--- config.mk ---
export PLATFORM = sky130hd
export DESIGN_NAME = uart_stress_source
export DESIGN_NICKNAME = d
export VERILOG_FILES = /design/src/rtl/uart_stress_source.sv
export SDC_FILE = /design/constraint.sdc
export NUM_CORES = 1
export LEC_CHECK = 0
export BUFFER_PORTS_ARGS = -buffer_cell sky130_fd_sc_hd__clkbuf_2
export CORE_UTILIZATION = 46
export DETAILED_ROUTE_END_ITERATION = 8
export HOLD_SLACK_MARGIN = 0.1
export PLACE_DENSITY_LB_ADDON = 0.25
export SYNTH_ARGS = -nofsm -noshare
export SYNTH_HDL_FRONTEND = slang
export SYNTH_SLANG_ARGS = --single-unit
--- constraint.sdc ---
create_clock -name SYSCLK -period 3.9 [get_ports SYSCLK]
set_input_delay 0 -clock SYSCLK [delete_from_list [all_inputs] [get_ports SYSCLK]]
set_output_delay 0 -clock SYSCLK [all_outputs]
set_load 0.01 [all_outputs]
--- src/rtl/uart_stress_source.sv ---
// rtl/uart_stress_source.sv - counting-byte loopback source with windowed echo checker
// Optional echo timeout enabled by defining UART_STRESS_TIMEOUT_EN.
module uart_stress_source #(
    parameter int         WINDOW         = 4,
    parameter int         TIMEOUT_CYCLES = 1000000,
    parameter logic [7:0] SEED           = 8'h00
) (
    input  logic       SYSCLK,
    input  logic       SYSRST,
    input  logic       START,
    input  logic       ABORT,
    input  logic [7:0] BURST_LEN,
    input  logic       TX_READY,
    output logic       TX_VALID,
    output logic [7:0] TX_DATA,
    input  logic       RX_VALID,
    input  logic [7:0] RX_DATA,
    output logic       BUSY,
    output logic       DONE,
    output logic       PASS,
    output logic [7:0] SENT,
    output logic [7:0] GOOD,
    output logic [7:0] BAD,
    output logic [7:0] TIMEOUTS
);
    typedef enum logic [1:0] {S_IDLE, S_SEND, S_DRAIN} state_t;

    localparam logic [3:0] WIN = 4'(WINDOW);

    if (WINDOW < 1 || WINDOW > 15 || TIMEOUT_CYCLES < 2 || TIMEOUT_CYCLES > 16777216) begin : g_param_check
        $error("uart_stress_source: parameter out of range");
    end

    state_t     state_q, state_d;
    logic [7:0] len_q, len_d;
    logic [7:0] sent_q, sent_d;
    logic [7:0] good_q, good_d;
    logic [7:0] bad_q, bad_d;
    logic [7:0] timeouts_q, timeouts_d;
    logic       pass_q, pass_d;
    logic       done_q, done_d;
    logic       busy_q, busy_d;
    logic       txv_q, txv_d;
    logic       txv_hist_q;
    logic [7:0] tx_data_q, tx_data_d;
    logic [7:0] tx_seq_q, tx_seq_d;
    logic [7:0] rx_seq_q, rx_seq_d;
    logic [3:0] outst_q, outst_d;
    logic       send_fire;
    logic       rx_take;
`ifdef UART_STRESS_TIMEOUT_EN
    localparam logic [23:0] TO_LAST = 24'(TIMEOUT_CYCLES - 1);
    logic [23:0] idle_q, idle_d;
`endif

    function automatic logic [7:0] sat_inc(input logic [7:0] v);
        return (v == 8'hFF) ? v : v + 8'd1;
    endfunction

    always_comb begin
        state_d    = state_q;
        len_d      = len_q;
        sent_d     = sent_q;
        good_d     = good_q;
        bad_d      = bad_q;
        timeouts_d = timeouts_q;
        pass_d     = pass_q;
        done_d     = 1'b0;
        busy_d     = busy_q;
        txv_d      = 1'b0;
        tx_data_d  = tx_data_q;
        tx_seq_d   = tx_seq_q;
        rx_seq_d   = rx_seq_q;
        outst_d    = outst_q;
        send_fire  = 1'b0;
        rx_take    = 1'b0;
`ifdef UART_STRESS_TIMEOUT_EN
        idle_d     = idle_q;
`endif
        case (state_q)
            S_IDLE: begin
                if (START && BURST_LEN != 8'd0) begin
                    state_d  = S_SEND;
                    busy_d   = 1'b1;
                    len_d    = BURST_LEN;
                    sent_d   = 8'd0;
                    good_d   = 8'd0;
                    bad_d    = 8'd0;
                    pass_d   = 1'b0;
                    outst_d  = 4'd0;
                    tx_seq_d = SEED;
                    rx_seq_d = SEED;
`ifdef UART_STRESS_TIMEOUT_EN
                    idle_d   = 24'd0;
`endif
                end
            end
            S_SEND, S_DRAIN: begin
                if (ABORT) begin
                    state_d = S_IDLE;
                    busy_d  = 1'b0;
                    done_d  = 1'b1;
                    pass_d  = 1'b0;
                end else begin
                    // two-cycle TX_VALID history lets the UART drop TX_READY after accepting
                    send_fire = (state_q == S_SEND) && TX_READY && (outst_q < WIN) && !txv_q && !txv_hist_q;
                    rx_take   = RX_VALID && (outst_q != 4'd0);
                    if (send_fire) begin
                        txv_d     = 1'b1;
                        tx_data_d = tx_seq_q;
                        tx_seq_d  = tx_seq_q + 8'd1;
                        sent_d    = sent_q + 8'd1;
                    end
                    if (RX_VALID) begin
                        if (rx_take && RX_DATA == rx_seq_q) good_d = sat_inc(good_q);
                        else                                bad_d  = sat_inc(bad_q);
                        if (rx_take) rx_seq_d = rx_seq_q + 8'd1;
                    end
                    outst_d = outst_q + {3'b000, send_fire} - {3'b000, rx_take};
                    if (state_q == S_SEND && sent_d == len_q) state_d = S_DRAIN;
                    if (state_q == S_DRAIN && outst_q == 4'd0) begin
                        state_d = S_IDLE;
                        busy_d  = 1'b0;
                        done_d  = 1'b1;
                        pass_d  = (good_d == len_q) && (bad_d == 8'd0);
                    end
`ifdef UART_STRESS_TIMEOUT_EN
                    if (send_fire || RX_VALID) begin
                        idle_d = 24'd0;
                    end else if (outst_q != 4'd0) begin
                        idle_d = idle_q + 24'd1;
                        if (idle_d == TO_LAST) begin
                            timeouts_d = sat_inc(timeouts_q);
                            state_d    = S_IDLE;
                            busy_d     = 1'b0;
                            done_d     = 1'b1;
                            pass_d     = 1'b0;
                        end
                    end
`endif
                end
            end
            default: state_d = S_IDLE;
        endcase
    end

    always_ff @(posedge SYSCLK) begin
        if (!SYSRST) begin
            state_q    <= S_IDLE;
            len_q      <= 8'd0;
            sent_q     <= 8'd0;
            good_q     <= 8'd0;
            bad_q      <= 8'd0;
            timeouts_q <= 8'd0;
            pass_q     <= 1'b0;
            done_q     <= 1'b0;
            busy_q     <= 1'b0;
            txv_q      <= 1'b0;
            txv_hist_q <= 1'b0;
            tx_data_q  <= 8'd0;
            tx_seq_q   <= 8'd0;
            rx_seq_q   <= 8'd0;
            outst_q    <= 4'd0;
`ifdef UART_STRESS_TIMEOUT_EN
            idle_q     <= 24'd0;
`endif
        end else begin
            state_q    <= state_d;
            len_q      <= len_d;
            sent_q     <= sent_d;
            good_q     <= good_d;
            bad_q      <= bad_d;
            timeouts_q <= timeouts_d;
            pass_q     <= pass_d;
            done_q     <= done_d;
            busy_q     <= busy_d;
            txv_q      <= txv_d;
            txv_hist_q <= txv_q;
            tx_data_q  <= tx_data_d;
            tx_seq_q   <= tx_seq_d;
            rx_seq_q   <= rx_seq_d;
            outst_q    <= outst_d;
`ifdef UART_STRESS_TIMEOUT_EN
            idle_q     <= idle_d;
`endif
        end
    end

    assign TX_VALID = txv_q;
    assign TX_DATA  = tx_data_q;
    assign BUSY     = busy_q;
    assign DONE     = done_q;
    assign PASS     = pass_q;
    assign SENT     = sent_q;
    assign GOOD     = good_q;
    assign BAD      = bad_q;
    assign TIMEOUTS = timeouts_q;
endmodule

### Word-level counts from Yosys, hierarchy flattened

Cells that the tools add are included.

| storage, ports and cells | value |
|---|---|
| word-level logic and storage cells | 113 |
| input bits | 22 |
| register bits after elaboration | 67 |

| cells by class | value |
|---|---|
| equality and inequality tests | 14 |
| add/sub/neg operators | 7 |
| magnitude comparators | 1 |
| bitwise gates (word level) | 3 |
| muxes and demuxes | 46 |
| reduce and logical (&&, ||, !) cells | 28 |

Operators with widths:

| operator | number |
|---|---|
| 2-to-1 mux 8 bit | 22 |
| one-hot mux 8 bit (2 select lines) | 5 |
| adder 8 x 1 -> 8 bit (second input constant) | 5 |
| == test 8 bit | 3 |
| == test 8 bit (second input constant) | 2 |
| logical AND 1 bit | 10 |
| != test 2 bit (second input constant) | 5 |
| 2-to-1 mux 1 bit | 9 |
| AND reduction 3 bit | 3 |
| zero test 8 bit | 1 |
| 2-to-1 mux 2 bit | 4 |
| 2-to-1 mux 4 bit | 2 |
| one-hot mux 4 bit (2 select lines) | 1 |
| nonzero test 8 bit | 1 |
| AND reduction 2 bit | 3 |
| AND reduction 5 bit | 1 |
| adder 4 x 1 -> 4 bit | 1 |
| zero test 4 bit | 1 |
| < comparator 4 x 3 -> 1 bit (second input constant) | 1 |
| != test 4 bit (second input constant) | 1 |
| one-hot mux 1 bit (2 select lines) | 2 |
| one-hot mux 2 bit (2 select lines) | 1 |
| AND reduction 4 bit | 1 |
| nonzero test 4 bit | 1 |
| other kinds (10) | 13 |

### Logic depth before layout (Yosys ltp)

| depth | value |
|---|---|
| depth after elaboration | 14 |
| depth in mapped cells | 13 |

### Worst setup path before layout

Ideal clock, no wire load.

| timing path | value |
|---|---|
| path kind | reg2reg |
| start | reg outst_q[2] |
| end | reg outst_q[2] |
| data arrival time | 2.314 ns |
| required time | 3.829 ns |
| cell stages (with the launch flop) | 13 |
| setup time | 0.071 ns |
| slack | 1.516 ns |
| path buffers | 1 |
| path through | dfxtp_1 > inv_1 > ha_1 > nor4bb_1 > clkbuf_1 > nand2_1 > ha_1 > inv_1 > ha_1 > fa_1 > xor2_1 > nand3_1 > a21oi_1 |

| between the ends | value |
|---|---|
| cells in the longest elaborated chain, start to end | 8 |

RTL lines:

| what | line | source |
|---|---|---|
| start: declaration | 48 | `logic [3:0] outst_q, outst_d;` |
| start signal: assignment | 182 | `outst_q <= outst_d;` |
| < comparator 4 x 3 -> 1 bit | 106 | `send_fire = (state_q == S_SEND) && TX_READY && (outst_q < WIN) && !txv_q && !txv_hist_q;` |
| logical AND 1 bit (3 in a row) | 106 |  |
| adder 4 x 1 -> 4 bit | 119 | `outst_d = outst_q + {3'b000, send_fire} - {3'b000, rx_take};` |
| subtractor 4 x 1 -> 4 bit (*) | 119 |  |
| 2-to-1 mux 4 bit (*) | 99 | `if (ABORT) begin` |
| one-hot mux 4 bit (2 select lines) (*) | 80 | `case (state_q)` |

Mark *: on every way between the ends. The rest lies on a longest branch, timed or not. The select of a mux whose other input is x is not followed.
A chain may end at the register's enable or synchronous reset.

### Final worst setup path

| timing path | value |
|---|---|
| start | reg state_q[0] |
| end | reg rx_seq_q[7] |

| between the ends | value |
|---|---|
| cells in the longest elaborated chain, start to end | 4 |

RTL lines:

| what | line | source |
|---|---|---|
| start: declaration | 34 | `state_t state_q, state_d;` |
| start signal: assignment | 168 | `state_q <= state_d;` |
| == test 2 x 1 -> 1 bit or == test 2 bit (tied branches) | 80 |  |
| OR reduction 2 bit | 80 |  |
| != test 2 bit (no line) or nonzero test 2 bit (tied branches) | - |  |
| AND reduction 5 bit (no line) | - |  |
| end signal: assignment | 181 | `rx_seq_q <= rx_seq_d;` |
| end: declaration | 47 | `logic [7:0] rx_seq_q, rx_seq_d;` |

Several ways; a longest one is shown, not always the timed one.

==> flow_metrics.py <==
metrics = {
    "grt": {
        "grt_pass1_vias": 3487,
        "track_usage": 0.234,
        "antenna_found_initial": 0,
        "grt_start_max_net_pins": 50,
        "overflow": 0,
        "grt_pass1_wl_um": 16300,
    },
    "worst_setup_path": {
        "reg2reg_from": "state_q[0]",
        "crit_type": "reg2reg",
        "crit_path_max_fanout": 10,
        "critPathBufInv": 2,
        "crit_start": "state_q[0]",
        "cp-end-kind": "flip-flop",
        "crit_chain": "inv_1 > ha_1 > inv_1 > o2111ai_1 > a221oi_2 > and4_1 > and3_1 > xnor2_1 > nor2_1",
        "cp.arrival_ns": 2.99,
        "path_delay_family": "compound AO/OA/AOI/OAI gates",
        "cp-start-kind": "flip-flop",
        "worst_path_largest_cell_delay_ns": 0.55,
        "slowest_stage": "a221oi_2",
        "required_ns": 4.12,
        "crit_top_cell": "inv_1",
    },
    "cts": {
        "post_cts_buffers": 0,
        "cts_tree": "yes",
        "numCtsBuffers": 9,
        "cts_root_buf": "clkbuf_8",
        "cts_buffer_depth": 2,
        "clkLatencyLatePin_ns": 0.35,
        "cts.htree.levels": 3,
        "cts.sinks": 67,
        "path_clk_slew_ns": 0.08,
    },
    "power": {
        "p_int_uw": 1090,
        "ir_drop_v": 0.000249,
        "clock_power_share": 0.378,
        "p_switching_uw": 479,
        "p_seq_frac": 0.456,
        "power_leakage_uw": 0.00180,
        "p_per_area_mw_per_mm2": 335,
        "comb_power_share": 0.166,
        "swShare": 0.305,
    },
    "yosys": {
        "synth_cells": 508,
        "synth.avg_cell_area_um2": 7.88,
        "synth_enable_flop_cells": 0,
        "synth_top_area_share": 0.335,
        "synth_flop_cell": "dfxtp_1",
        "ys_types": 60,
        "ys_warn_count": 0,
        "ys_seq_elements": 67,
        "syn_area_mm2": 0.00400,
        "async_flop_share": 0,
        "netlist_top_cells_area": "dfxtp_1, a21oi_1, nand2_1, xnor2_1, nor2_1",
        "ys_seq_area_frac": 0.335,
        "yosys.area.top_type": "dfxtp_1",
    },
    "route": {
        "vias": 3899,
        "first_iter_violations": 273,
        "antenna_left": 0,
        "viasPerCell": 5.73,
        "wire_per_inst_um": 14.9,
        "firstDrtPassIters": 5,
        "drc": 0,
        "drt-total-wl_um": 10100,
    },
    "sta": {
        "finalSetupViolCount": 0,
        "post-route-worst-setup-slack_ns": 1.13,
        "rsz0062_at_grt": "no",
        "tightest_slew_ns": 0.872,
        "slew_headroom": 0.414,
        "clock_skew_ns": 0.00741,
        "timing.fmax_mhz": 361,
        "finalCritPeriodShare": 0.709,
        "setup_total_negative_slack_ns": 0,
        "slew_viol_final": 0,
        "hold_viol_final": 0,
        "min_period_ns": 2.77,
    },
    "hold_path": {
        "min-delay-start": "START",
        "hold_path_class": "in2reg",
    },
    "floorplan": {
        "rows": 33,
        "die_y_um": 95.3,
        "design.portCount": 66,
        "coreArea_mm2": 0.00830,
        "initial_core_util": 0.482,
        "fp.dieArea_mm2": 0.00908,
        "die_x_um": 95.3,
    },
    "placement": {
        "place_ws_ns": 1.22,
        "portBuffers": 57,
        "dpl_cell_area_mm2": 0.00430,
        "place_congestion": 0.902,
        "hpwl_um": 7230,
    },
    "cells_and_area": {
        "areaGrowthSynthToFinish_pct": 16.9,
        "fill_cells": 791,
        "multiInputGateArea_mm2": 0.00245,
        "register_area_mm2": 0.00134,
        "drive_above_1_share": 0.150,
        "fin_area_mm2": 0.00468,
        "antenna_cells": 0,
        "nets": 607,
    },
    "run_status": {
        "status": "completed",
    },
    "flow_run": {
        "maxCapViolCount": 0,
    },
}
[worst min-delay path, delay by kind of cell]
kind                   cells  cell delay, ns
AOI/OAI and AO/OA          2            0.30
buffers and inverters      1            0.17
[synthesized netlist by cell type, drive strengths merged, types with 5 or more instances]
cell     instances
dfxtp           67
nand2           61
nor2            48
a21oi           46
xnor2           26
nand3           25
clkbuf          22
o21ai           19
inv             16
ha              14
xor2            14
buf             13
nand4           11
nor3            11
and3            10
and2             9
nand2b           8
nand3b           6
or3              6
or4              6
a31oi            5
mux2i            5
o2111ai          5
[power by group through the flow]
stage,Sequential [uW],Combinational [uW],Clock [uW]
after floorplan,723,182,0
after global placement,730,234,0
after detailed placement,731,236,0
after CTS,715,255,610
after global routing,718,287,636
final,716,260,593
[path summary, 6_finish.rpt]
path                               endpoint  slack [ns]  depth (start not counted)
worst max-delay path            rx_seq_q[7]        1.13                          9
worst min-delay path                   BUSY        0.16                          3
worst max register to register  rx_seq_q[7]        1.13                          9
worst min register to register   outst_q[3]        0.45                          2
[metal layers]
| layer | GRT usage | vias to the layer above | wire (um) |
|---|---|---|---|
| li1 | - | 1912 | - |
| met1 | 0.303 | 1823 | 4530 |
| met2 | 0.377 | 143 | 4740 |
| met3 | 0.0478 | 21 | 687 |
| met4 | 0.0997 | 0 | 168 |
| met5 | 0 | - | 0 |
[repair_timing]
item                                   4_1_cts  5_1_grt
hold buffers                                18        0
resized for setup                            0        0
endpoints found under the hold margin       15        0
[registers in the layout (all words and copies together) (netlist names)]
signal      flops
PASS            1
GOOD            8
BAD             8
len_q           8
txv_hist_q      1
BUSY            1
rx_seq_q        8
SENT            8
outst_q         4
tx_seq_q        8
TX_VALID        1
TX_DATA         8
state_q         2
DONE            1
[cells in the final DEF (no fill, tap or decap), types with 6 or more instances in the layout]
cell type      instances
dlygate4sd3_1         18
and3_1                10
nand3_1               25
nand2_1               61
a21oi_1               46
nand2b_1               7
clkbuf_8               9
xor2_1                14
o21ai_0               17
nand4_1               11
nand3b_1               6
nor3_1                11
clkbuf_2              57
dfxtp_1               67
conb_1                 8
nor2_1                47
and2_1                 9
inv_1                 16
or4_1                  6
ha_1                  14
xnor2_1               26
[final cells by class]
type                    count  share of cell area
clock buffers               9              0.0265
clock inverters             7              0.0163
inverters                  16              0.0128
multi-input cells         397               0.524
flip-flops and latches     67               0.286
well taps                 105              0.0281
repair buffers             79               0.106
[cell families after synthesis]
family          after synthesis  synth area share
buf+inv                      51            0.0588
xor+xnor                     40            0.0875
fa+ha+maj                    15            0.0488
mux                           7            0.0181
simple gates                216             0.272
flops                        67             0.335
compound gates              111             0.179
other cells                   1          0.000937
[through the flow]
stage	utilization	power, uW	hold WS [ns]	std cells
3_5_place_dp	0.518	967	0.258	646
4_1_cts	0.564	1580	0.125	680
3_3_place_gp	0.518	965	0.257	646
6_report	0.564	1570	0.160	680
5_1_grt	0.564	1640	0.196	680
2_1_floorplan	-	905	0.148	515
(Power assumes the default switching activity.)
